[config.mk]
export PLATFORM = sky130hd
export DESIGN_NAME = anti_theft_fsm_flat
export DESIGN_NICKNAME = d
export VERILOG_FILES = /design/src/rtl/anti_theft_if.sv /design/src/rtl/anti_theft_fsm.sv /design/src/flat_wrapper.sv
export SDC_FILE = /design/constraint.sdc
export NUM_CORES = 1
export LEC_CHECK = 0
export CAP_MARGIN = 20
export CELL_PAD_IN_SITES_DETAIL_PLACEMENT = 1
export CELL_PAD_IN_SITES_GLOBAL_PLACEMENT = 1
export CORE_ASPECT_RATIO = 1.2
export CORE_MARGIN = 2
export CORE_UTILIZATION = 35
export DETAILED_ROUTE_END_ITERATION = 12
export HOLD_SLACK_MARGIN = 0.05
export PLACE_DENSITY_LB_ADDON = 0.05
export SLEW_MARGIN = 20
export SYNTH_ARGS = -nofsm -noshare
export SYNTH_HDL_FRONTEND = slang
export SYNTH_SLANG_ARGS = --single-unit
[constraint.sdc]
create_clock -name clock_in -period 5.7 [get_ports clock_in]
set_clock_uncertainty 0.1 [all_clocks]
set_input_delay 0.57 -clock clock_in [delete_from_list [all_inputs] [get_ports clock_in]]
set_output_delay 0.57 -clock clock_in [all_outputs]
set_load 0.005 [all_outputs]
[src/rtl/anti_theft_if.sv]
// anti_theft_if
//   Groups the debounced control inputs and the status outputs of the
//   anti-theft controller. All signals are plain clock-synchronous levels;
//   there is no valid/ready handshake, every input is sampled at each
//   rising clock edge and every output changes only on that edge.
//   master : drives the inputs, observes the outputs (vehicle side / bench)
//   slave  : the controller itself
// Signals:
//   ignition, driver_door, passenger_door, hidden_switch, brake_pedal,
//   reprogram                 - debounced input levels (1 = active / open)
//   siren, status_led, fuel_pump - controller outputs
//   state_out [2:0]           - current FSM state encoding
//   time_left [3:0]           - remaining countdown seconds
interface anti_theft_if;
   logic       ignition;
   logic       driver_door;
   logic       passenger_door;
   logic       hidden_switch;
   logic       brake_pedal;
   logic       reprogram;
   logic       siren;
   logic       status_led;
   logic       fuel_pump;
   logic [2:0] state_out;
   logic [3:0] time_left;

   modport master (
      output ignition, driver_door, passenger_door, hidden_switch,
             brake_pedal, reprogram,
      input  siren, status_led, fuel_pump, state_out, time_left
   );

   modport slave (
      input  ignition, driver_door, passenger_door, hidden_switch,
             brake_pedal, reprogram,
      output siren, status_led, fuel_pump, state_out, time_left
   );
endinterface

[src/rtl/anti_theft_fsm.sv]
// anti_theft_fsm
//   Central anti-theft controller: sequences arm / trigger / alarm / disarm
//   with second-resolution countdowns and drives siren, status LED and the
//   fuel-pump enable. All outputs are registered.
// Ports:
//   clock_in - system clock
//   reset_in - asynchronous, active-high reset
//   bus      - anti_theft_if.slave (inputs and status outputs)
// Parameters:
//   ONE_HZ_TICKS - clock cycles per second tick (>= 2)
//   T_ARM, T_DRIVER, T_PASSENGER, T_ALARM_ON - delays in seconds (1..15)
module anti_theft_fsm #(
   parameter int ONE_HZ_TICKS = 27_000_000,
   parameter int T_ARM        = 6,
   parameter int T_DRIVER     = 8,
   parameter int T_PASSENGER  = 15,
   parameter int T_ALARM_ON   = 10
) (
   input logic         clock_in,
   input logic         reset_in,
   anti_theft_if.slave bus
);

   typedef enum logic [2:0] {
      ARMED           = 3'd0,
      TRIGGERED       = 3'd1,
      SOUND_ALARM     = 3'd2,
      ALARM_HOLD      = 3'd3,
      DISARMED        = 3'd4,
      WAIT_DOOR_OPEN  = 3'd5,
      WAIT_DOOR_CLOSE = 3'd6,
      ARM_DELAY       = 3'd7
   } state_t;

   localparam int            PW        = $clog2(ONE_HZ_TICKS);
   localparam logic [PW-1:0] PRESC_MAX = PW'(ONE_HZ_TICKS - 1);

   state_t        state, state_n;
   logic [3:0]    cnt, cnt_n;
   logic [PW-1:0] presc;
   logic          presc_clr;
   logic          led, led_n;
   logic          siren_r, siren_n;
   logic          pump, pump_n;
   logic          sec_tick;
   logic          expiry;
   logic          door_open;

   assign sec_tick  = (presc == PRESC_MAX);
   // The last tick of a countdown is the expiry edge; the count reads 0 after it.
   assign expiry    = sec_tick && (cnt == 4'd1);
   assign door_open = bus.driver_door || bus.passenger_door;

   always_comb begin
      state_n   = state;
      cnt_n     = cnt;
      presc_clr = 1'b0;
      led_n     = 1'b0;
      siren_n   = 1'b0;
      pump_n    = pump;

      if (sec_tick && cnt != 4'd0) cnt_n = cnt - 4'd1;

      if (bus.reprogram) begin
         state_n   = ARMED;
         cnt_n     = 4'd0;
         presc_clr = 1'b1;
      end else begin
         case (state)
            ARMED: begin
               if (bus.ignition) state_n = DISARMED;
               else if (bus.driver_door) begin
                  // Driver delay also wins when both doors open together.
                  state_n   = TRIGGERED;
                  cnt_n     = 4'(T_DRIVER);
                  presc_clr = 1'b1;
               end else if (bus.passenger_door) begin
                  state_n   = TRIGGERED;
                  cnt_n     = 4'(T_PASSENGER);
                  presc_clr = 1'b1;
               end
            end
            TRIGGERED: begin
               if (bus.ignition) state_n = DISARMED;
               else if (expiry)  state_n = SOUND_ALARM;
            end
            SOUND_ALARM: begin
               if (bus.ignition) state_n = DISARMED;
               else if (!door_open) begin
                  state_n   = ALARM_HOLD;
                  cnt_n     = 4'(T_ALARM_ON);
                  presc_clr = 1'b1;
               end
            end
            ALARM_HOLD: begin
               if (bus.ignition)  state_n = DISARMED;
               else if (door_open) state_n = SOUND_ALARM;
               else if (expiry)    state_n = ARMED;
            end
            DISARMED: begin
               if (!bus.ignition) state_n = WAIT_DOOR_OPEN;
            end
            WAIT_DOOR_OPEN: begin
               if (bus.ignition)         state_n = DISARMED;
               else if (bus.driver_door) state_n = WAIT_DOOR_CLOSE;
            end
            WAIT_DOOR_CLOSE: begin
               if (bus.ignition) state_n = DISARMED;
               else if (!bus.driver_door) begin
                  state_n   = ARM_DELAY;
                  cnt_n     = 4'(T_ARM);
                  presc_clr = 1'b1;
               end
            end
            ARM_DELAY: begin
               if (bus.ignition)   state_n = DISARMED;
               else if (door_open) state_n = WAIT_DOOR_CLOSE;
               else if (expiry)    state_n = ARMED;
            end
            default: state_n = ARMED;
         endcase
      end

      // The count is only meaningful in the timed states; elsewhere it reads 0
      // and a remaining count is discarded when a timed state is left.
      if (!(state_n == TRIGGERED || state_n == ALARM_HOLD || state_n == ARM_DELAY))
         cnt_n = 4'd0;

      siren_n = (state_n == SOUND_ALARM) || (state_n == ALARM_HOLD);

      case (state_n)
         TRIGGERED, SOUND_ALARM, ALARM_HOLD: led_n = 1'b1;
         // Blink while armed: cleared on entry (or re-arm), toggled each second.
         ARMED: led_n = (state == ARMED && !bus.reprogram) ? (led ^ sec_tick) : 1'b0;
         default: led_n = 1'b0;
      endcase

      // Pump: switched on only from DISARMED with the full secret combination,
      // dropped as soon as ignition goes away or the disarmed group is left.
      if (bus.reprogram || !bus.ignition || !state_n[2])
         pump_n = 1'b0;
      else if (!pump && state == DISARMED && bus.ignition &&
               bus.hidden_switch && bus.brake_pedal)
         pump_n = 1'b1;
   end

   always_ff @(posedge clock_in or posedge reset_in) begin
      if (reset_in) begin
         state   <= ARMED;
         cnt     <= 4'd0;
         presc   <= '0;
         led     <= 1'b0;
         siren_r <= 1'b0;
         pump    <= 1'b0;
      end else begin
         state   <= state_n;
         cnt     <= cnt_n;
         presc   <= (presc_clr || sec_tick) ? '0 : presc + 1'b1;
         led     <= led_n;
         siren_r <= siren_n;
         pump    <= pump_n;
      end
   end

   assign bus.state_out  = state;
   assign bus.time_left  = cnt;
   assign bus.siren      = siren_r;
   assign bus.status_led = led;
   assign bus.fuel_pump  = pump;

endmodule

[src/flat_wrapper.sv]
// flat-port wrapper written by rule: the top's interface ports become plain ports
module anti_theft_fsm_flat 
#(
   parameter int ONE_HZ_TICKS = 27_000_000,
   parameter int T_ARM        = 6,
   parameter int T_DRIVER     = 8,
   parameter int T_PASSENGER  = 15,
   parameter int T_ALARM_ON   = 10
)
  (clock_in, reset_in, bus_ignition, bus_driver_door, bus_passenger_door, bus_hidden_switch, bus_brake_pedal, bus_reprogram, bus_siren, bus_status_led, bus_fuel_pump, bus_state_out, bus_time_left);
  anti_theft_if bus_i ();
  input logic clock_in;
  input logic reset_in;
  input wire logic [$bits(bus_i.ignition)-1:0] bus_ignition;
  input wire logic [$bits(bus_i.driver_door)-1:0] bus_driver_door;
  input wire logic [$bits(bus_i.passenger_door)-1:0] bus_passenger_door;
  input wire logic [$bits(bus_i.hidden_switch)-1:0] bus_hidden_switch;
  input wire logic [$bits(bus_i.brake_pedal)-1:0] bus_brake_pedal;
  input wire logic [$bits(bus_i.reprogram)-1:0] bus_reprogram;
  output wire logic [$bits(bus_i.siren)-1:0] bus_siren;
  output wire logic [$bits(bus_i.status_led)-1:0] bus_status_led;
  output wire logic [$bits(bus_i.fuel_pump)-1:0] bus_fuel_pump;
  output wire logic [$bits(bus_i.state_out)-1:0] bus_state_out;
  output wire logic [$bits(bus_i.time_left)-1:0] bus_time_left;
  assign bus_i.ignition = bus_ignition;
  assign bus_i.driver_door = bus_driver_door;
  assign bus_i.passenger_door = bus_passenger_door;
  assign bus_i.hidden_switch = bus_hidden_switch;
  assign bus_i.brake_pedal = bus_brake_pedal;
  assign bus_i.reprogram = bus_reprogram;
  assign bus_siren = bus_i.siren;
  assign bus_status_led = bus_i.status_led;
  assign bus_fuel_pump = bus_i.fuel_pump;
  assign bus_state_out = bus_i.state_out;
  assign bus_time_left = bus_i.time_left;
  anti_theft_fsm #(.ONE_HZ_TICKS(ONE_HZ_TICKS), .T_ARM(T_ARM), .T_DRIVER(T_DRIVER), .T_PASSENGER(T_PASSENGER), .T_ALARM_ON(T_ALARM_ON)) u_core (.clock_in(clock_in), .reset_in(reset_in), .bus(bus_i));
endmodule
==> out/results.tsv <==
metric	value	unit
outcome	finished clean	
n_diodes	0	
final non-filler cell total	328	
first-pass GRT wire length	8500	um
initial antenna violation count	0	
fin. max-slew vios	0	
top-count cell post-synth	nor2_1	
Max-Cap Viols	0	
H-tree levels	2	
Tot GR Track Use	16.6	%
register bit total from synthesis	35	
TritonCTS clock tree	built	
Reg clk slew, reported paths	0.07	ns
CP max FO	8	
Mapped Nets	241	
I/O pins	18	
Area Growth Syn to Fin	16.1	%
Worst setup EP type	flip-flop	
Setup WS pre-CTS	3.00	ns
DRT Pass-1 Iters	4	
Max clock buf depth	2	
fmax	0.425	GHz
internal power	0.359	mW
max_slew headroom	52.8	%
wire length per cell	14.6	um
most common flop cell mapped by yosys	dfrtp_1	
unrepaired setup endpoints after global routing	false	
gr ovfl total	0	
NumNets Final	258	
number of synthesis warnings	0	
port bufs	17	
slew of the pin with the lowest slew margin	0.705	ns
Synth Instances	230	
PD cells	200	nW/um^2
DIE AREA	6640	sq um
dpl cells	320	
Post-synth top cells	nor2_1, dfrtp_1, nand2_1	
time the worst path needs with I/O delays and setup	2.35	ns
Psw	0.131	mW
largest area contributor in the netlist	dfrtp_1	
Clock Latency Late Sink	0.29	ns
top post-synthesis cells by area	dfrtp_1, nor2_1, xor2_1	
share of layout cells above drive strength 1	12.1	%
core area	5740	sq um
VDD IR max	0.144	mV
Mapped Avg Cell Area	9.13	sq um
net switching share of the total power	26.7	%
DP Wirelength	3530	um
Initial Util	36.6	%
Synth cell types	51	
Gates resized, CTS repair	0	
WS Path Type	in -> reg	
final number of hold-violating endpoints	0	
number of flops mapped to enable cells by yosys	0	
Post-CTS Hold Buffers	0	
Lkg Pwr	1.02	nW
Reg power frac	53.3	%
sequential area share after synthesis	41.7	%
TNS Setup	0	ns
clock share of power	35.6	%
Post-Syn Area	2100	sq um
Horiz. Die Dim	74.7	um
row cnt	30	
# DRC	0	
final period utilization	41.3	%
Avg Vias per Cell	5.16	
Yosys top cell area share	41.7	%
Critical Path AT	2.46	ns
vias in the first global route	1803	
CTS sink cnt	35	
Via Count	1693	
ys async rst share	100	%
pin count of the biggest net entering global routing	36	
setup ws final	3.35	ns
Setup Fix Bufs, Post-CTS	0	
TritonCTS Buffers	5	
Logic pwr share	11.1	%
Routed WL	4790	um
Setup-failing EPs final	0	
initial DRC count	39	
WP data required	5.80	ns
hold crit path type	reg -> reg	
Die Span Y	88.9	um
final RePlAce weighted congestion	0.770	
CTS root buf	clkbuf_8	
DRT antenna net count	0	
Setup crit start kind	primary input	
fill count	692	
==> path summary, 6_finish.rpt <==
path                                         start                      end  slack, ns  cells past startpoint
setup / recovery                   bus_driver_door  u_core.bus.time_left[3]       3.35                      7
hold / removal                     u_core.presc[0]          u_core.presc[0]       0.42                      1
setup reg to reg           u_core.bus.time_left[1]  u_core.bus.time_left[3]       3.39                      7
hold reg to reg                    u_core.presc[0]          u_core.presc[0]       0.42                      1
max in group asynchronous                 reset_in          u_core.presc[3]       4.58                      3
min in group asynchronous                 reset_in  u_core.bus.time_left[1]       0.60                      3
==> kinds of logic (layout without fill, tap and decap cells) <==
| group | count (synthesis) | after routing | share of synthesized area (%) |
|---|---|---|---|
| compound gates | 24 | 24 | 8.64 |
| flops | 35 | 35 | 41.7 |
| xor+xnor | 24 | 24 | 10.0 |
| mux | 5 | 5 | 2.44 |
| simple gates | 122 | 122 | 32.2 |
| fa+ha+maj | 3 | 3 | 1.79 |
| buf+inv | 17 | 35 | 3.22 |
==> through the flow <==
step | total power [mW] | cell area, sq um | util, % | hold WS, ns
after floorplan | 0.298 | 2100 | - | 0.376
after global placement | 0.321 | 2350 | 40.9 | 0.402
after detailed placement | 0.320 | 2350 | 40.9 | 0.407
after CTS | 0.498 | 2430 | 42.4 | 0.421
after global routing | 0.516 | 2440 | 42.5 | 0.456
final | 0.489 | 2440 | 42.5 | 0.416
==> metal layers <==
layer | track usage (%) | vias up | wire, um | part of all wire, %
met3 | 3.19 | 9 | 116 | 2.4
met1 | 20.0 | 836 | 2020 | 42
li1 | - | 829 | - | -
met4 | 6.01 | 0 | 117 | 2.4
met2 | 29.0 | 19 | 2530 | 53
met5 | 0 | - | 0 | 0
==> power groups by stage <==
stage | sequential, mW | clock (mW) | combinational (mW)
2_1_floorplan | 0.261 | 0 | 0.0371
5_1_grt | 0.262 | 0.192 | 0.0621
6_report | 0.261 | 0.174 | 0.0543
3_3_place_gp | 0.266 | 0 | 0.0551
3_5_place_dp | 0.266 | 0 | 0.0546
4_1_cts | 0.261 | 0.183 | 0.0550
==> cell usage in the layout (no fill, tap or decap), types with 5 or more instances in the layout <==
cell	instances
inv_1	9
nand2_1	21
clkdlybuf4s50_1	17
xnor2_1	11
nand3_1	10
dfrtp_1	35
nor2_1	42
nor3_1	13
clkbuf_8	5
xor2_1	13
==> layout make-up <==
cell class / instances / area (sq um) / area share, %
clock buffers: 5 / 68.8 / 2.82
clock inverters: 3 / 15.0 / 0.615
repair buffers: 18 / 178 / 7.28
inverters: 9 / 33.8 / 1.38
well taps: 80 / 100 / 4.10
flip-flops and latches: 35 / 876 / 35.9
multi-input cells: 178 / 1170 / 47.9
==> critical path: stages <==
cell	delay [ns]
clkdlybuf4s50_1	0.56
nor3b_2	0.31
nor2_1	0.08
o311a_1	0.30
a211oi_2	0.25
o21ai_2	0.17
a211oi_2	0.22
==> flip-flops by register name, summed over array words and instances, names as in the netlist <==
name                   flops
u_core.bus.time_left       4
u_core.bus.siren           1
u_core.presc              25
u_core.bus.state_out       3
u_core.bus.fuel_pump       1
u_core.bus.status_led      1
Power figures use the tool's default switching activity.
